$ cat config.mk
export PLATFORM = sky130hd
export DESIGN_NAME = palette_loader
export DESIGN_NICKNAME = d
export VERILOG_FILES = /design/src/rtl/palette_pkg.sv /design/src/rtl/palette_loader_sync_fifo.sv /design/src/rtl/palette_loader.sv
export SDC_FILE = /design/constraint.sdc
export NUM_CORES = 1
export LEC_CHECK = 0
export CAP_MARGIN = 20
export CORE_MARGIN = 1
export CORE_UTILIZATION = 50
export CTS_BUF_LIST = sky130_fd_sc_hd__clkbuf_2 sky130_fd_sc_hd__clkbuf_4 sky130_fd_sc_hd__clkbuf_8
export CTS_CLUSTER_SIZE = 20
export DETAILED_ROUTE_END_ITERATION = 7
export PLACE_DENSITY = 0.69
export SLEW_MARGIN = 10
export SYNTH_ARGS = -nofsm -noshare
export SYNTH_HDL_FRONTEND = slang
export SYNTH_SLANG_ARGS = --single-unit
$ cat constraint.sdc
create_clock -name clk -period 9.8 [get_ports clk]
set_input_delay 0.98 -clock clk [delete_from_list [all_inputs] [get_ports clk]]
set_output_delay 0.98 -clock clk [all_outputs]
set_load 0.02 [all_outputs]
$ cat src/rtl/palette_pkg.sv
// palette_pkg: shared constants, entry type and fade helper for the palette
// writer front end.
//   REG_*        CPU register select codes
//   PAL_*_W      palette index / colour widths
//   pal_entry_t  one queued palette write {idx, rgb}
//   fade_next    one saturating fade step toward a target brightness
package palette_pkg;

  localparam logic [1:0] REG_INDEX = 2'd0;
  localparam logic [1:0] REG_LO    = 2'd1;
  localparam logic [1:0] REG_HI    = 2'd2;
  localparam logic [1:0] REG_FADE  = 2'd3;

  localparam int PAL_IDX_W = 8;
  localparam int PAL_RGB_W = 24;

  typedef struct packed {
    logic [PAL_IDX_W-1:0] idx;
    logic [PAL_RGB_W-1:0] rgb;
  } pal_entry_t;

  // Step cur toward tgt by stp without crossing tgt; stp==0 snaps to tgt.
  // Sums are formed in 9 bits so nothing wraps past 255 or below 0.
  function automatic logic [7:0] fade_next(input logic [7:0] cur,
                                           input logic [7:0] tgt,
                                           input logic [7:0] stp);
    logic [8:0] w_sum;
    logic [8:0] w_lim;
    logic [7:0] res;
    w_sum = {1'b0, cur} + {1'b0, stp};
    w_lim = {1'b0, tgt} + {1'b0, stp};
    res   = cur;
    if (stp == 8'd0)
      res = tgt;
    else if (cur < tgt)
      res = (w_sum >= {1'b0, tgt}) ? tgt : w_sum[7:0];
    else if (cur > tgt)
      res = ({1'b0, cur} <= w_lim) ? tgt : (cur - stp);
    return res;
  endfunction

endpackage

$ cat src/rtl/palette_loader_sync_fifo.sv
// sync_fifo: single-clock FIFO with first-word-fall-through head.
//   clk, reset_n        clock, async active-low reset (empties the FIFO)
//   push, push_data     write request; accepted when not full, or when a pop
//                       frees a slot in the same cycle
//   pop, pop_data       pop request (ignored when empty); pop_data is the head
//   count, full, empty  occupancy status
module sync_fifo #(
  parameter int WIDTH = 32,
  parameter int DEPTH = 16
) (
  input  logic                     clk,
  input  logic                     reset_n,
  input  logic                     push,
  input  logic [WIDTH-1:0]         push_data,
  input  logic                     pop,
  output logic [WIDTH-1:0]         pop_data,
  output logic [$clog2(DEPTH):0]   count,
  output logic                     full,
  output logic                     empty
);

  localparam int AW = $clog2(DEPTH);

  logic [WIDTH-1:0] r_mem [DEPTH];
  logic [AW-1:0]    r_wr_ptr;
  logic [AW-1:0]    r_rd_ptr;
  logic [AW:0]      r_count;
  logic             w_pop_ok;
  logic             w_push_ok;

  assign empty     = (r_count == '0);
  assign full      = (r_count == (AW+1)'(DEPTH));
  assign count     = r_count;
  assign pop_data  = r_mem[r_rd_ptr];
  assign w_pop_ok  = pop && !empty;
  // A full FIFO still takes a push if the head leaves in the same cycle.
  assign w_push_ok = push && (!full || w_pop_ok);

  always_ff @(posedge clk) begin
    if (w_push_ok) r_mem[r_wr_ptr] <= push_data;
  end

  always_ff @(posedge clk or negedge reset_n) begin
    if (!reset_n) begin
      r_wr_ptr <= '0;
      r_rd_ptr <= '0;
      r_count  <= '0;
    end else begin
      if (w_push_ok) r_wr_ptr <= r_wr_ptr + 1'b1;
      if (w_pop_ok)  r_rd_ptr <= r_rd_ptr + 1'b1;
      case ({w_push_ok, w_pop_ok})
        2'b10:   r_count <= r_count + 1'b1;
        2'b01:   r_count <= r_count - 1'b1;
        default: r_count <= r_count;
      endcase
    end
  end

endmodule

$ cat src/rtl/palette_loader.sv
// palette_loader: CPU-side writer for the VGA palette.
//   clk, reset_n                 clock, async active-low reset
//   cpu_wr/cpu_addr/cpu_data     register writes: INDEX, LO (G,B), HI (R, push), FADE
//   vblank                       level; queued entries only drain while high
//   wrindex/write/data           palette write port, one entry per cycle
//   brightness                   per-frame faded brightness
//   fifo_count, overflow, busy   status (overflow is sticky until INDEX write)
module palette_loader
  import palette_pkg::*;
#(
  parameter int         FIFO_DEPTH   = 16,
  parameter logic [7:0] BRIGHT_RESET = 8'd0
) (
  input  logic                          clk,
  input  logic                          reset_n,
  input  logic                          cpu_wr,
  input  logic [1:0]                    cpu_addr,
  input  logic [15:0]                   cpu_data,
  input  logic                          vblank,
  output logic [PAL_IDX_W-1:0]          wrindex,
  output logic                          write,
  output logic [PAL_RGB_W-1:0]          data,
  output logic [7:0]                    brightness,
  output logic [$clog2(FIFO_DEPTH):0]   fifo_count,
  output logic                          overflow,
  output logic                          busy
);

  logic [PAL_IDX_W-1:0] r_index;
  logic [15:0]          r_hold;
  logic [7:0]           r_target;
  logic [7:0]           r_step;
  logic                 r_vb_prev;

  logic       w_push;
  logic       w_pop;
  logic       w_full;
  logic       w_empty;
  logic       w_rise;
  pal_entry_t w_push_entry;
  pal_entry_t w_head;

  assign w_push       = cpu_wr && (cpu_addr == REG_HI);
  // Pop only while blanking so the visible frame never sees a colour change.
  assign w_pop        = vblank && !w_empty;
  assign w_rise       = vblank && !r_vb_prev;
  assign w_push_entry = '{idx: r_index, rgb: {cpu_data[7:0], r_hold}};
  assign busy         = (fifo_count != '0) || write;

  sync_fifo #(
    .WIDTH ($bits(pal_entry_t)),
    .DEPTH (FIFO_DEPTH)
  ) u_fifo (
    .clk       (clk),
    .reset_n   (reset_n),
    .push      (w_push),
    .push_data (w_push_entry),
    .pop       (w_pop),
    .pop_data  (w_head),
    .count     (fifo_count),
    .full      (w_full),
    .empty     (w_empty)
  );

  always_ff @(posedge clk or negedge reset_n) begin
    if (!reset_n) begin
      wrindex    <= '0;
      write      <= 1'b0;
      data       <= '0;
      brightness <= BRIGHT_RESET;
      overflow   <= 1'b0;
      r_index    <= '0;
      r_hold     <= '0;
      r_target   <= BRIGHT_RESET;
      r_step     <= '0;
      r_vb_prev  <= 1'b0;
    end else begin
      r_vb_prev <= vblank;
      write     <= w_pop;
      if (w_pop) begin
        wrindex <= w_head.idx;
        data    <= w_head.rgb;
      end
      // Fade uses the target/step held before any same-cycle FADE write.
      if (w_rise) brightness <= fade_next(brightness, r_target, r_step);
      if (cpu_wr) begin
        case (cpu_addr)
          REG_INDEX: r_index <= cpu_data[7:0];
          REG_LO:    r_hold  <= cpu_data;
          REG_HI:    r_index <= r_index + 1'b1;  // advances even if dropped
          REG_FADE: begin
            r_target <= cpu_data[7:0];
            r_step   <= cpu_data[15:8];
          end
          default: ;
        endcase
      end
      if (cpu_wr && (cpu_addr == REG_INDEX))
        overflow <= 1'b0;
      else if (w_push && w_full && !w_pop)
        overflow <= 1'b1;
    end
  end

endmodule

After elaboration in Yosys (flattened, before gate mapping):

Memory sizes are Yosys's and may differ from the RTL's. A register that Yosys moved wholly into a read port is not among the register bits.
Cells that the tools add are included.

* register bits after elaboration: 64
* bits in writable memories: 512
* input port bits: 22
* output and inout bits: 48
* word-level logic and storage cells: 68
* memories: 1

Memory list
* u_fifo.r_mem: depth 16, bits a word 32, rd ports 1, clocked after Yosys merged registers in 1, write ports 1, line palette_loader_sync_fifo.sv:24 `logic [WIDTH-1:0] r_mem [DEPTH];`

* $add $sub $neg: 8
* order comparisons: 4
* equality and inequality tests: 6
* mux-type cells: 11
* reduce and logical (&&, ||, !) cells: 27

Operators with widths (number)
* two-way mux 8 bit: 5
* adder 8 x 8 -> 9 bit: 2
* one-hot mux 8 bit (2 select lines): 1
* one-hot mux 5 bit (2 select lines): 1
* greater-or-equal comparator 9 x 8 -> 1 bit: 1
* <= comparator 8 x 9 -> 1 bit: 1
* adder 4 x 1 -> 4 bit, second input constant: 2
* adder 8 x 1 -> 8 bit, second input constant: 1
* > comparator 8 bit: 1
* logical AND 1 bit: 8
* logical NOT 8 bit: 1
* < comparator 8 bit: 1
* AND reduction 2 bit: 4
* subtractor 8 bit: 1
* == test 2 bit, second input constant: 3
* nonzero test 2 bit: 3
* adder 5 x 1 -> 5 bit, second input constant: 1
* == test 5 bit, second input constant: 1
* logical NOT 1 bit: 5
* logical NOT 5 bit: 1
* nonzero test 5 bit: 1
* subtractor 5 x 1 -> 5 bit, second input constant: 1
* == test 2 x 1 -> 1 bit, second input constant: 2
* two-way mux 1 bit: 4
* 3 further kinds: 4

Logic depth before layout (Yosys ltp):

* depth in word-level cells: 8
* depth in mapped cells: 17
* mapped depth without buffers: 15

By module:

Synthesis repeated with hierarchy kept, for this count alone.

* cell total of the unflattened synthesis: 1348
* area, all modules: 25090.3 µm²

Modules (own cells, without submodules)
* sync_fifo: instances 1, cells an instance 887, area each 20060.5 µm²
* palette_loader: instances 1, cells an instance 461, area each 5029.8 µm²

Least setup slack after synthesis:

Ideal clock, no wire load.

* path type: register to register
* from: reg brightness[3]
* to: reg brightness[3]
* library setup time: 0.126 ns
* arrival time: 3.633 ns
* setup slack: 6.041 ns
* stages on the path, launching flop included: 15
* buffers on the path: 1
* cells stage by stage: dfrtp_1 > ha_1 > clkbuf_1 > nor2_1 > o21ai_0 > or3b_2 > xnor2_1 > ha_1 > a21oi_1 > nor2_1 > a2111oi_1 > and4_4 > o21ai_2 > and2_1 > a221o_1

* cells in the longest elaborated chain, start to end: 5
* elaborated cells between the ends (all ways): 13

Ends and longest elaborated chain
* start: declaration: line palette_loader.sv:23 `output logic [7:0] brightness,`
* start signal: assignment: line palette_loader.sv:85 `if (w_rise) brightness <= fade_next(brightness, r_target, r_step);`
* adder 8 x 8 -> 9 bit, or another cell as far along: line palette_pkg.sv:30 `w_sum = {1'b0, cur} + {1'b0, stp};`
* greater-or-equal comparator 9 x 8 -> 1 bit or two-way mux 8 bit (tied branches): line palette_pkg.sv:36, palette_pkg.sv:38
* two-way mux 8 bit, on equally long branches: line palette_pkg.sv:36, palette_pkg.sv:37
* two-way mux 8 bit: line palette_pkg.sv:35 `else if (cur < tgt)`
* two-way mux 8 bit: line palette_pkg.sv:33 `if (stp == 8'd0)`

Several ways; a longest one is shown, not always the timed one. The select of a mux whose other input is x is not followed.
A chain may end at the register's enable or synchronous reset.

Worst setup path after layout:

* from: reg r_step[1]
* to: reg brightness[3]

* cells in the longest elaborated chain, start to end: 6
* elaborated cells between the ends (all ways): 13

Ends and longest elaborated chain
* start: declaration: line palette_loader.sv:32 `logic [7:0] r_step;`
* start signal: assignment: line palette_loader.sv:93 `r_step <= cpu_data[15:8];`
* adder 8 x 8 -> 9 bit: line palette_pkg.sv:31 `w_lim = {1'b0, tgt} + {1'b0, stp};`
* <= comparator 8 x 9 -> 1 bit: line palette_pkg.sv:38 `res = ({1'b0, cur} <= w_lim) ? tgt : (cur - stp);`
* two-way mux 8 bit: line palette_pkg.sv:38
* two-way mux 8 bit: line palette_pkg.sv:37 `else if (cur > tgt)`
* two-way mux 8 bit: line palette_pkg.sv:35
* two-way mux 8 bit: line palette_pkg.sv:33

Several ways; a longest one is shown, not always the timed one. The select of a mux whose other input is x is not followed.

==> flow_metrics.py <==
metrics = {
    "outcome": {
        "outcome": "completed",
    },
    "timing": {
        "fin_crit_ns": 4.28,
        "setup_violations": 0,
        "hold_viol": 0,
        "relSlewSlack_pct": 25.0,
        "fin_crit_sh_pct": 43.6,
        "rsz0062_at_grt": "no",
        "fin_skew_ns": 0.0339,
        "slew_viol_final": 0,
        "tightest_slew_ns": 1.13,
        "fin_tns_setup_ns": 0,
        "fmax_mhz": 234,
    },
    "route": {
        "drtIter0Drc": 1038,
        "vias": 12800,
        "postRouteAntennaNets": 0,
        "drt-wirelength-per-cell_um": 24.8,
        "drc": 0,
        "drt_wl_total_um": 54200,
        "viasPerCell": 5.84,
        "drtPass1Iterations": 4,
    },
    "critical_path": {
        "r2r_slack_ns": 5.52,
        "critPathArrivalTime_ns": 4.81,
        "cp_slowest_cell": "dfrtp_1",
        "critical_path_class": "register to register",
        "worstSetupStartpointType": "register",
        "reg2regPathDepth": 15,
        "end_kind": "register",
        "crit_path_frequent_cell": "ha_1",
        "cp_num_buf_inv": 1,
        "cpPeakStageDelay_ns": 0.56,
        "cp.required_ns": 10.33,
        "crit_cells": 15,
        "cp_cell_sequence": "inv_1 > ha_1 > nor2b_1 > o21a_1 > o21ai_0 > or3b_2 > xnor2_1 > ha_1 > a21oi_1 > nor2_1 > a2111oi_1 > and4_4 > o21ai_2 > and2_1 > a221o_1",
        "reg2reg_to": "brightness[3]",
        "critPathTopFamily": "compound AO/OA/AOI/OAI gates",
        "crit_fanout": 11,
        "timing.rr.start": "r_step[1]",
    },
    "placement": {
        "place.port_buffers": 69,
        "placed_cell_area_sq_um": 26500,
        "routabilityCongestion": 0.924,
        "dp_hpwl_um": 30800,
    },
    "cells_and_area": {
        "nFillCells": 3604,
        "final_core_util_pct": 57.9,
        "final_cell_mix": "edfxtp_1 (512), mux4_2 (160), nand2_1 (118), clkbuf_8 (100), dfrtp_1 (92)",
        "fin_area_sq_um": 28500,
        "area_delta_synth_final_pct": 13.7,
        "drive_above_1_share_pct": 27.4,
        "multi_input_area_sq_um": 6910,
        "antennaDiodeCount": 0,
        "final_nets": 1527,
        "regArea_sq_um": 17800,
        "mostFrequentLayoutCell": "edfxtp_1",
    },
    "grt": {
        "grt_usage_pct": 22.3,
        "grt_pass1_wl_um": 81900,
        "grt_pass1_vias": 13300,
        "antenna_found_initial": 0,
        "grt-ovfl-total": 0,
        "grt_start_max_net_pins": 100,
    },
    "synth": {
        "yosysUniqueCellTypes": 69,
        "synth_edf_count": 512,
        "syn_area_per_cell_sq_um": 19.1,
        "syn_area_sq_um": 25000,
        "synth_flop_cell": "edfxtp_1",
        "synth-async-reset-ratio_pct": 15.8,
        "syn_inst": 1310,
        "syn_nets": 1392,
        "yosysSeqAreaShare_pct": 71.0,
        "ys_ff_latch": 608,
        "yosys_warnings": 0,
    },
    "power": {
        "total_power_mw": 8.02,
        "peakVddDrop_uv": 274,
        "pwr_density_cell_nw_per_um2": 282,
        "p_leak_nw": 9.84,
    },
    "clock_network": {
        "cts_buffers": 96,
        "cts_tree": "built",
        "cts_setup_buffers": 0,
        "cts_num_sinks": 608,
        "clk_latency_ns": 0.68,
        "clock_path_buffers": 3,
        "hold_buffers": 0,
        "clkTransAtPathRegs_ns": 0.06,
        "h-tree-depth": 3,
        "cts-resized-gates": 0,
        "cts_root_buf": "clkbuf_8",
    },
    "floorplan": {
        "core_sq_um": 49200,
        "std_cell_rows": 81,
        "die_area_sq_um": 50900,
        "initial_core_util_pct": 50.9,
        "io_pins": 70,
        "die_x_um": 226,
        "die_h_um": 226,
    },
    "job": {
        "drv_cap": 0,
    },
    "worst_hold_path": {
        "min-delay-path-class": "primary input to async pin",
    },
}
-- state kept, by name, summed over array words and instances, names as in the netlist --
register,cells
u_fifo.r_mem,512
data,24
r_hold,16
brightness,8
r_index,8
r_step,8
r_target,8
wrindex,8
u_fifo.count,5
u_fifo.r_rd_ptr,4
u_fifo.r_wr_ptr,4
overflow,1
r_vb_prev,1
write,1
-- through the flow --
stage | worst slack [ns] | hold slack, ns | instances
3_3_place_gp | 5.71 | 0.458 | 2011
6_report | 5.52 | 0.369 | 2191
4_1_cts | 5.53 | 0.361 | 2191
2_1_floorplan | 6.04 | 0.493 | 1310
3_5_place_dp | 5.59 | 0.463 | 2011
5_1_grt | 5.12 | 0.400 | 2191
-- worst max-delay path by stage --
stage                              from             to  slack (ns)
after floorplan           brightness[3]  brightness[3]        6.04
after global placement        r_step[1]  brightness[1]        5.71
after detailed placement      r_step[1]  brightness[4]        5.59
after CTS                     r_step[1]  brightness[4]        5.53
after global routing          r_step[1]  brightness[3]        5.12
final                         r_step[1]  brightness[3]        5.52
-- synthesized netlist by cell type, drive strengths merged, types with 7 or more instances --
cell type,count,area (sq um)
inv,35,131
edfxtp,512,15400
ha,56,701
and3,9,61.3
nor3,7,46.3
xor2,8,70.1
o21ai,25,133
dfrtp,96,2400
mux4,160,3600
a21oi,26,134
buf,22,114
mux2,33,375
nor2b,7,43.8
a221oi,7,67.6
clkbuf,32,120
nand2,121,485
and2,18,113
nand2b,7,43.8
xnor2,15,131
nor2,21,78.8
nand3,11,55.1
-- routing by layer --
metal | GRT usage [%] | part of all wire, %
met5 | 0 | 0
met4 | 7.88 | 2.4
met3 | 4.02 | 6.0
met2 | 36.0 | 49
met1 | 30.7 | 42
-- logic make-up after synthesis --
logic type / Yosys count / synth area share, %
mux: 199 / 16.1
compound gates: 105 / 3.00
xor+xnor: 23 / 0.805
simple gates: 226 / 4.44
fa+ha+maj: 60 / 3.12
flops: 608 / 71.0
buf+inv: 89 / 1.46
-- final cells by class --
type / instances / share of cell area, %
clock buffer: 155 / 6.29
clock inverter: 25 / 0.501
inverter: 35 / 0.462
multi-input combinational: 613 / 24.3
sequential: 608 / 62.5
tap: 664 / 2.92
timing repair buffer: 91 / 3.04
-- power by group --
group | leakage (nW) | internal (mW) | switching (mW)
Clock | 1.03 | 1.18 | 0.936
Combinational | 3.04 | 1.27 | 1.18
Sequential | 5.77 | 3.08 | 0.370
Power figures use the tool's default switching activity.
